`src/rtl/instruction_fetch_queue.sv`:
```
// Instruction fetch queue: fetches sequential words from a combinational imem into a small FIFO.
// Define FETCH_BYPASS_EN to present imem data combinationally while the queue is empty.
module instruction_fetch_queue #(
  parameter int                DATA_W   = 32,
  parameter int                ADDR_W   = 32,
  parameter int                DEPTH    = 4,
  parameter logic [ADDR_W-1:0] RESET_PC = '0
) (
  input  logic                     clock,
  input  logic                     reset_n,
  output logic [ADDR_W-1:0]        imem_adr,
  input  logic [DATA_W-1:0]        imem_instruction,
  output logic                     out_valid,
  input  logic                     out_ready,
  output logic [DATA_W-1:0]        out_instruction,
  output logic [ADDR_W-1:0]        out_pc,
  input  logic                     redirect,
  input  logic [ADDR_W-1:0]        redirect_target,
  output logic [$clog2(DEPTH):0]   count
);

  localparam int               PTR_W = $clog2(DEPTH);
  localparam logic [PTR_W:0]   FULL  = (PTR_W+1)'(DEPTH);

  logic [ADDR_W-1:0] fetch_pc;
  logic [PTR_W-1:0]  head;
  logic [PTR_W-1:0]  tail;
  logic [DATA_W-1:0] q_instr [DEPTH];
  logic [ADDR_W-1:0] q_pc    [DEPTH];

  logic q_valid;
  logic pop;
  logic push;
  logic q_pop;
  logic wr_en;
  logic bypass_take;

  assign imem_adr = fetch_pc;
  assign q_valid  = (count != '0);

`ifdef FETCH_BYPASS_EN
  logic bypass_on;
  assign bypass_on       = !q_valid && !redirect && reset_n;
  assign out_valid       = q_valid || bypass_on;
  assign out_instruction = q_valid ? q_instr[head] : (bypass_on ? imem_instruction : '0);
  assign out_pc          = q_valid ? q_pc[head]    : (bypass_on ? fetch_pc : '0);
  assign bypass_take     = bypass_on && out_ready;
`else
  assign out_valid       = q_valid;
  assign out_instruction = q_valid ? q_instr[head] : '0;
  assign out_pc          = q_valid ? q_pc[head]    : '0;
  assign bypass_take     = 1'b0;
`endif

  assign pop   = out_valid && out_ready;
  assign push  = !redirect && ((count < FULL) || pop);
  // A bypassed word advances fetch_pc but never occupies a slot.
  assign q_pop = pop && q_valid && !redirect;
  assign wr_en = push && !bypass_take;

  always_ff @(posedge clock) begin
    if (!reset_n) begin
      fetch_pc <= RESET_PC;
      count    <= '0;
      head     <= '0;
      tail     <= '0;
    end else if (redirect) begin
      fetch_pc <= redirect_target;
      count    <= '0;
      head     <= '0;
      tail     <= '0;
    end else begin
      if (push)  fetch_pc <= fetch_pc + ADDR_W'(1);
      if (wr_en) tail     <= tail + PTR_W'(1);
      if (q_pop) head     <= head + PTR_W'(1);
      case ({wr_en, q_pop})
        2'b10:   count <= count + (PTR_W+1)'(1);
        2'b01:   count <= count - (PTR_W+1)'(1);
        default: count <= count;
      endcase
    end
  end

  always_ff @(posedge clock) begin
    if (reset_n && wr_en) begin
      q_instr[tail] <= imem_instruction;
      q_pc[tail]    <= fetch_pc;
    end
  end

endmodule

```
`config.mk`:
```
export PLATFORM = sky130hd
export DESIGN_NAME = instruction_fetch_queue
export DESIGN_NICKNAME = d
export VERILOG_FILES = /design/src/rtl/instruction_fetch_queue.sv
export SDC_FILE = /design/constraint.sdc
export NUM_CORES = 1
export LEC_CHECK = 0
export ABC_AREA = 0
export CAP_MARGIN = 10
export CORE_MARGIN = 2
export CORE_UTILIZATION = 35
export DETAILED_ROUTE_END_ITERATION = 8
export MAX_ROUTING_LAYER = met4
export PLACE_DENSITY = 0.65
export SYNTH_ARGS = -nofsm -noshare
export SYNTH_HDL_FRONTEND = slang
export SYNTH_SLANG_ARGS = --single-unit
```
`constraint.sdc`:
```
create_clock -name clock -period 7.84 [get_ports clock]
set_input_delay 1.176 -clock clock [delete_from_list [all_inputs] [get_ports clock]]
set_output_delay 1.176 -clock clock [all_outputs]
set_load 0.01 [all_outputs]
```
==> results of run 1 <==
-- power groups by stage --
| stage | clock, mW | sequential, mW | combinational [mW] |
|---|---|---|---|
| floorplan | 0 | 1.82 | 0.0893 |
| global placement | 0 | 1.83 | 0.218 |
| detailed placement | 0 | 1.83 | 0.219 |
| CTS | 1.67 | 1.80 | 0.220 |
| global route | 1.73 | 1.80 | 0.234 |
| finish | 1.62 | 1.80 | 0.216 |
-- final timing paths --
path              slack (ns)  cells past startpoint           end      from
hold reg to reg         0.53                      2      count[2]  count[2]
setup reg to reg        5.15                      5  imem_adr[31]  count[2]
setup / recovery        3.34                      4    out_pc[20]  register
hold / removal          0.53                      2      count[2]  count[2]
-- cells in the mapped netlist (4+ instances only) --
cell,instances,area share
a21oi_1,15,0.0063
and2_1,70,0.037
and3_1,8,0.0042
buf_2,10,0.0042
clkbuf_1,25,0.0079
dfxtp_1,41,0.069
edfxtp_1,256,0.65
ha_1,6,0.0063
inv_1,11,0.0035
mux4_2,64,0.12
nand2_1,23,0.0073
nand3_1,16,0.0067
nand4_1,7,0.0037
nor2_1,13,0.0041
nor2b_1,4,0.0021
nor3_1,9,0.0038
nor4_1,9,0.0047
o21ai_0,24,0.010
or3_1,6,0.0032
xnor2_1,18,0.013
xor2_1,8,0.0059
-- layout make-up --
| type | instances | area, µm² | share of cell area |
|---|---|---|---|
| Clock buffer | 38 | 866 | 0.0569 |
| Clock inverter | 22 | 288 | 0.0189 |
| Inverter | 11 | 41.3 | 0.00272 |
| Multi-Input combinational cell | 335 | 3210 | 0.211 |
| Sequential cell | 297 | 8520 | 0.560 |
| Tap cell | 448 | 561 | 0.0369 |
| Timing Repair Buffer | 174 | 1720 | 0.113 |
-- cell families after synthesis --
logic type,Yosys count
AOI/OAI and AO/OA,55
xor gates and xnor gates,26
adders and majority gates,7
muxes,67
DFF,297
and+or+nand+nor,180
buffers and inverters,50
-- metrics by stage --
stage / util / hold slack, ns
2_1_floorplan: - / 0.485
3_3_place_gp: 0.419 / 0.510
3_5_place_dp: 0.419 / 0.515
4_1_cts: 0.453 / 0.527
5_1_grt: 0.453 / 0.581
6_report: 0.453 / 0.528
-- routing by layer --
metal  track usage  vias to the layer above  wire length (µm)
li1              -                     3001                 -
met1         0.213                     3339             11900
met2         0.236                      252             12300
met3        0.0305                       40              1760
met4        0.0382                        0               369
met5             -                        -                 0
-- cells in the final DEF, fill, tap and decap left out, types with 3 or more instances in the layout --
cell type / instances
mux2i_1: 3
clkdlybuf4s50_1: 167
and2_1: 70
nor3_1: 9
and3_4: 4
a21oi_1: 15
o21ai_0: 24
nor2_1: 13
xnor2_1: 18
a211oi_1: 3
dfxtp_1: 39
nand2_1: 23
xor2_1: 8
edfxtp_1: 256
o21ai_1: 3
inv_6: 4
ha_1: 6
bufinv_16: 6
nand3_1: 16
clkinv_2: 4
buf_4: 7
clkinv_1: 5
and3_1: 4
mux4_2: 64
clkbuf_16: 34
inv_1: 11
nor2b_1: 4
nor4_1: 9
nand4_1: 7
or3_1: 5
clkbuf_1: 4
-- flip-flops by register name, summed over array words and instances (netlist names), named ones only --
register	cells
imem_adr	32
q_instr	128
head	2
tail	2
q_pc	128
count	3
-- critical path, cell delays in order, from the launching register on --
cell	delay, ns
dfxtp_4	0.92
buf_4	0.59
mux4_2	0.56
and2_1	0.22
clkdlybuf4s50_1	0.51
==> metrics.txt, run 1 <==
status=complete, no violations; pins over their slew limit=0; Hold Fails Final Rpt=0; Post-synth EDFFs=~260; Power Dens Cells=roughly 240 nW/µm²; Max Cap Viol=0; register area share after synthesis=0.715; Finished Layout Cells=approximately 1.3k; hold buffer count at cts=0; # fillers=between 2k and 3k; vias in the first global route=6,768; minimum clock period=around 4.5 ns; unrepaired setup endpoints after global routing=no; CTS resizes=0; switch share=0.208; Via density=5.01; initial DRC count=around 600; hpwl dp=15,600 µm; worst path arrival time=3.32 ns; via count=about 6.6k; antenna-violating nets left=0; synthesis-stage register bit count=between 200 and 300; starting density of the core=0.355; multiplexer share of the synthesized area=0.124; DRT Pass-1 Iters=5; Cell variety after synth=48; syn_nets=roughly 760; Layout area overhead=27.7%; core area=~34,000 µm²; Clock Latency Late Sink=roughly 0.5 ns; global-route wire length before repair=around 40,000 µm; Worst Hold Class=reg -> reg; pin count of the biggest net entering global routing=65; sequential power share=0.495; Die Area=35,500 µm²; synthesized cell area=roughly 12,000 µm²; Worst EP required=approximately 6.7 ns; Cell Area, Placed=between 10,000 and 15,000 µm²; WS Path Type=reg -> out; Reg clk slew, reported paths=approximately 0.060 ns; Nets=between 900 and 1k; total net switching power=around 0.75 mW; final setup margin=about 3.3 ns; Die Y=between 150 and 200 µm; final setup fails=0; fraction of layout cells with a size suffix above 1=0.157; aggregate global routing overflow=0; Internal=~2.9 mW; Worst Skew=between 0.015 and 0.02 ns; total CTS buffers=34; final instance area=~15,000 µm²; Compound-Gate Fraction of Synth Area=0.0270; Std-Cell Rows=67; synth warn=0; Rel. slew slack=0.291; Gate Count Post-Synth=roughly 680; largest family of logic cells by synthesized area=multiplexers; Crit. End Element=primary output; CP startpoint kind=register; crit share post-route=0.574; Post-CTS Setup Repair Bufs=0; Adder-Cell Fraction of Synth Area=0.00799; Port-buffer cells=~170; Die X=roughly 190 µm; CP Max Fanout=40; Max Freq=about 220 MHz; Logic pwr share=0.059; antenna violations before repair=0; Root Buffer=clkbuf_16; Avg Inst Size Synth=around 17 µm²; CTS sink cnt=~300; worst slack, placed=approximately 3.5 ns; maximum vdd drop=~0.12 mV; DRC Markers=0; antenna diode count=0; xor and xnor area share after synthesis=0.0191; simple-gate share of the synthesized area=0.0901; GRT Total Usage=0.154; H-tree depth=2; Worst Tran Pin Value=around 1.1 ns; Primary FF master, synth=edfxtp_1; I/O pin count=about 170; Async S/R FF share, synth=0; Power Total=approximately 3.6 mW; WL per Instance=slightly below 20 µm; Leakage=4.83 nW; CTS tree=built; WL final=~26,000 µm; dpl cells=between 1k and 1.5k; total negative slack=0 ns; Clock power frac=0.446; clock buffer depth=3; gpl congestion=0.729
Note: power is estimated with default switching activity, not from simulation.
==> inputs of run 2 (changes only) <==
- clock period: 7.84 -> 4.61 ns (I/O delays scaled with it)
==> run 2 against run 1 <==
  * Global-route usage rose by 0.27 points
  * Via count barely moved
  * First-iteration DRC count fell by 18%
  * Sequential share of layout area fell by 0.24 points
  * Critical path type unchanged
==> metrics.txt, run 2 (synthesized netlist as in run 1, its figures left out) <==
status=complete, no violations (unchanged); Post-CTS Setup Repair Bufs=0 (unchanged); Root Buffer=clkbuf_16 (unchanged); minimum clock period=about 3.6 ns; CTS resizes=0 (unchanged); total CTS buffers=34 (unchanged); WS Path Type=reg -> out (unchanged); global-route wire length before repair=41,000 µm (was 40,400 µm); CTS tree=built (unchanged); unrepaired setup endpoints after global routing=no (unchanged); Reg clk slew, reported paths=0.06 ns (about the same); pin count of the biggest net entering global routing=67 (was 65); Leakage=4.85 nW (was 4.83 nW); antenna violations before repair=0 (unchanged); aggregate global routing overflow=0 (unchanged); H-tree depth=2 (unchanged); total negative slack=0 ns (unchanged); Nets=933 (was 928); crit share post-route=0.784; DRC Markers=0 (unchanged); # fillers=2,905 (was 2,948); CP startpoint kind=register (unchanged); Port-buffer cells=167 (unchanged); clock buffer depth=3 (unchanged); worst path arrival time=2.92 ns (was 3.32 ns); Std-Cell Rows=67 (unchanged); Die X=188 µm (unchanged); Via density=4.98 (was 5.01); Worst Hold Class=reg -> reg (unchanged); hold buffer count at cts=0 (unchanged); CTS sink cnt=297 (unchanged); Max Cap Viol=0 (unchanged); post-layout util=0.455 (was 0.453); gpl congestion=0.750 (was 0.729); most common cell after layout, fill and taps aside=edfxtp_1 (unchanged); WL per Instance=20.1 µm (was 19.9 µm); CP Max Fanout=34 (was 40); starting density of the core=0.355 (unchanged); hpwl dp=16,500 µm (was 15,600 µm); Clock Latency Late Sink=0.50 ns (was 0.51 ns); fraction of layout cells with a size suffix above 1=0.162 (was 0.157); Hold Fails Final Rpt=0 (unchanged); core area=33,500 µm² (unchanged); antenna-violating nets left=0 (unchanged); I/O pin count=168 (unchanged); initial DRC count=499 (was 608); storage element area=8520 µm² (unchanged); vias in the first global route=6,877 (was 6,768); Die Y=188 µm (unchanged); Worst Tran Pin Value=1.01 ns (was 1.06 ns); final setup fails=0 (unchanged); DRT Pass-1 Iters=5 (unchanged); Layout area overhead=28.3% (was 27.7%); WL final=26,800 µm (was 26,400 µm); area of the multi-input gates=3210 µm² (unchanged); GRT Total Usage=0.157 (was 0.154); antenna diode count=0 (unchanged); Max Freq=about 280 MHz; pins over their slew limit=0 (unchanged); Die Area=35,500 µm² (unchanged); Rel. slew slack=0.328 (was 0.291); Worst Skew=0.0170 ns (was 0.0161 ns); most frequent cells in the layout=edfxtp_1 (256), clkdlybuf4s50_1 (167), and2_1 (70) (unchanged); Power Dens Cells=398 nW/µm² (was 239 nW/µm²); maximum vdd drop=0.186 mV (was 0.117 mV); Crit. End Element=primary output (unchanged); Worst EP required=3.92 ns (was 6.66 ns); via count=6,635 (was 6,632)
## run 2: cell types whose count changed in the layout (fill, tap and decap cells not counted), sizes merged
cell      delta
inv          -4
clkinvlp     +3
bufinv       -3
clkbuf       +5
buf          +5
## run 2: worst paths after layout
path | slack [ns] | end | depth (start not counted) | startpoint
min reg2reg | 0.54 | head[1] | 2 | head[1]
max reg2reg | 1.93 | count[2] | 9 | count[2]
min | 0.54 | head[1] | 2 | head[1]
max | 0.99 | out_instruction[17] | 4 | register
## run 2: where the power goes
group	switching (mW)	internal, mW
clock network	1.03	1.63
logic	0.163	0.205
registers	0.0657	2.99
total	1.25	4.82
## run 2: metal layers
| metal | global-route usage | up-vias | wire length, µm | share of wire |
|---|---|---|---|---|
| li1 | - | 3016 | - | - |
| met4 | 0.0367 | 0 | 393 | 0.015 |
| met1 | 0.210 | 3350 | 11900 | 0.44 |
| met2 | 0.251 | 235 | 12800 | 0.48 |
| met3 | 0.0274 | 34 | 1740 | 0.065 |
| met5 | - | - | 0 | 0 |
## run 2: worst max-delay path: stages (launching register included)
cell             delay [ns]
dfxtp_4                0.85
buf_4                  0.38
mux4_2                 0.53
and2_1                 0.17
clkdlybuf4s50_1        0.47
## run 2: cell type report
class / count / share of cell area
Timing Repair Buffer: 179 / 0.119
Inverter: 11 / 0.00270
Clock inverter: 18 / 0.0112
Sequential cell: 297 / 0.558
Tap cell: 448 / 0.0367
Multi-Input combinational cell: 335 / 0.210
Clock buffer: 43 / 0.0621
## run 2: per-stage QoR
stage	setup WS (ns)	cells	power (mW)	area, µm²	hold WS (ns)
2_1_floorplan	1.30	682	3.25	11900	0.485
3_3_place_gp	1.47	1270	3.48	14200	0.503
3_5_place_dp	1.44	1270	3.49	14200	0.521
4_1_cts	0.907	1331	6.17	15300	0.542
5_1_grt	0.795	1331	6.31	15300	0.601
6_report	0.994	1331	6.08	15300	0.544
==> inputs of run 3 (changes only) <==
- clock period: 4.61 -> 3.5 ns (I/O delays scaled with it)
==> run 3 against run 2 <==
  * Critical path type unchanged
  * Flip-flop and latch count did not move
  * Clock power rose by 31%
  * Worst setup slack got worse by 0.71 ns
  * Total power rose by 32%
  * Sequential power rose by 31%
  * Clock skew rose by 0.0063 ns
  * Utilization rose by 0.32 points
  * Cell count rose by 0.75%
  * First-iteration DRC count fell by 0.20%
  * Global-route usage fell by 0.19 points
  * Count of clock-buffer cells in the layout fell by 1
  * Design area rose by 0.70%
==> metrics.txt, run 3 (synthesized netlist as in run 1, its figures left out) <==
crit share post-route=0.918; Layout area overhead=29.2% (was 28.3%); CTS sink cnt=297 (unchanged); initial DRC count=498 (was 499); pins over their slew limit=0 (unchanged); DRC Markers=0 (unchanged); I/O pin count=168 (unchanged); Worst Hold Class=reg -> reg (unchanged); antenna-violating nets left=0 (unchanged); met3 wire length=1500 µm (was 1740 µm); gpl congestion=0.774 (was 0.750); Finished Layout Cells=1,341 (was 1,331); Die Y=188 µm (unchanged); highest routed layer=met4 (unchanged); worst path arrival time=2.69 ns (was 2.92 ns); Root Buffer=clkbuf_16 (unchanged); total CTS buffers=34 (unchanged); maximum vdd drop=0.252 mV (was 0.186 mV); most frequent cells in the layout=edfxtp_1 (256), clkdlybuf4s50_1 (167), and2_1 (70) (unchanged); Worst Tran Pin Value=0.734 ns (was 1.01 ns); starting density of the core=0.355 (unchanged); CTS tree=built (unchanged); dpl cells=1,281 (was 1,270); met2 WL post-DR=12,300 µm (was 12,800 µm); Hold Fails Final Rpt=0 (unchanged); aggregate global routing overflow=0 (unchanged); final setup margin=0.286 ns (was 0.994 ns); hold_ws=0.534 ns (was 0.544 ns); Crit. End Element=primary output (unchanged); minimum clock period=3.21 ns; Die X=188 µm (unchanged); Port-buffer cells=167 (unchanged); Power Dens Cells=520 nW/µm² (was 398 nW/µm²); antenna diode count=0 (unchanged); antenna violations before repair=1 (was 0); clock buffer depth=3 (unchanged); DRT Pass-1 Iters=5 (unchanged); area of the multi-input gates=3210 µm² (unchanged); worst path cell trace=or3_2 -> buf_4 -> and2_1 -> clkdlybuf4s50_1 (was buf_4 -> mux4_2 -> and2_1 -> clkdlybuf4s50_1); H-tree depth=2 (unchanged); Nets=944 (was 933); via count=6,651 (was 6,635); Max Freq=approximately 310 MHz; storage element area=8520 µm² (unchanged); hpwl dp=16,700 µm (was 16,500 µm); Worst Skew=0.0233 ns (was 0.0170 ns); CP startpoint kind=register (unchanged); Post-CTS Setup Repair Bufs=0 (unchanged); Die Area=35,500 µm² (unchanged); Via density=4.96 (was 4.98); WS Path Type=reg -> out (unchanged); Reg clk slew, reported paths=0.06 ns (about the same); Leakage=4.92 nW (was 4.85 nW); total negative slack=0 ns (unchanged); worst slack, placed=0.784 ns (was 1.44 ns); core area=33,500 µm² (unchanged); global-route wire length before repair=40,700 µm (was 41,000 µm); WL per Instance=19.7 µm (was 20.1 µm); status=complete, no violations (unchanged); Clock Latency Late Sink=0.51 ns (was 0.50 ns); CP Max Fanout=35 (was 34); unrepaired setup endpoints after global routing=no (unchanged); most common cell after layout, fill and taps aside=edfxtp_1 (unchanged); Worst EP required=2.97 ns (was 3.92 ns); fraction of layout cells with a size suffix above 1=0.175 (was 0.162); GRT Total Usage=0.155 (was 0.157); pin count of the biggest net entering global routing=43 (was 67); CTS resizes=0 (unchanged); CP max-delay cell=or3_2 (was dfxtp_4); Largest stage delay, worst path=0.84 ns (was 0.85 ns); vias in the first global route=6,828 (was 6,877); Met1 Wirelength=12,200 µm (was 11,900 µm); Max Cap Viol=0 (unchanged); WL final=26,400 µm (was 26,800 µm); final setup fails=0 (unchanged); # fillers=2,918 (was 2,905); Rel. slew slack=0.511 (was 0.328); Std-Cell Rows=67 (unchanged); hold buffer count at cts=0 (unchanged)
## run 3: final cells by class
cell class,instances,area share
flip-flops and latches,297,0.554
multi-input cells,335,0.209
repair buffers,190,0.126
clock buffers,42,0.0593
well taps,448,0.0364
clock inverters,18,0.0135
inverters,11,0.00268
## run 3: where the power goes
part / internal, mW / leakage (nW) / switching, mW
Combinational: 0.276 / 1.71 / 0.224
Clock: 2.10 / 0.549 / 1.37
Sequential: 3.94 / 2.66 / 0.0806
Total: 6.32 / 4.92 / 1.68
## run 3: metal layers
| metal | up-vias | global-route usage |
|---|---|---|
| met5 | - | - |
| met4 | 0 | 0.0343 |
| met3 | 34 | 0.0309 |
| met2 | 213 | 0.236 |
| met1 | 3355 | 0.216 |
| li1 | 3049 | - |
## run 3: worst paths after layout
path | slack, ns | cells past startpoint | startpoint | to
min reg2reg | 0.53 | 2 | count[2] | count[2]
max | 0.29 | 4 | count[2] | out_pc[14]
min | 0.53 | 2 | count[2] | count[2]
max reg2reg | 0.87 | 8 | count[2] | count[2]
## run 3: critical path, delay by kind of cell, from the launching register on
| kind | cells | cell delay (ns) |
|---|---|---|
| AND/OR/NAND/NOR | 2 | 1.00 |
| buffers and inverters | 2 | 0.83 |
| flip-flops | 1 | 0.34 |
## run 3: per-stage QoR
stage                util  cell area (µm²)  power (mW)
finish              0.459            15400        8.00
detailed placement  0.425            14300        4.60
CTS                 0.459            15400        8.12
global route        0.459            15400        8.31
global placement    0.425            14300        4.60
floorplan               -            11900        4.28
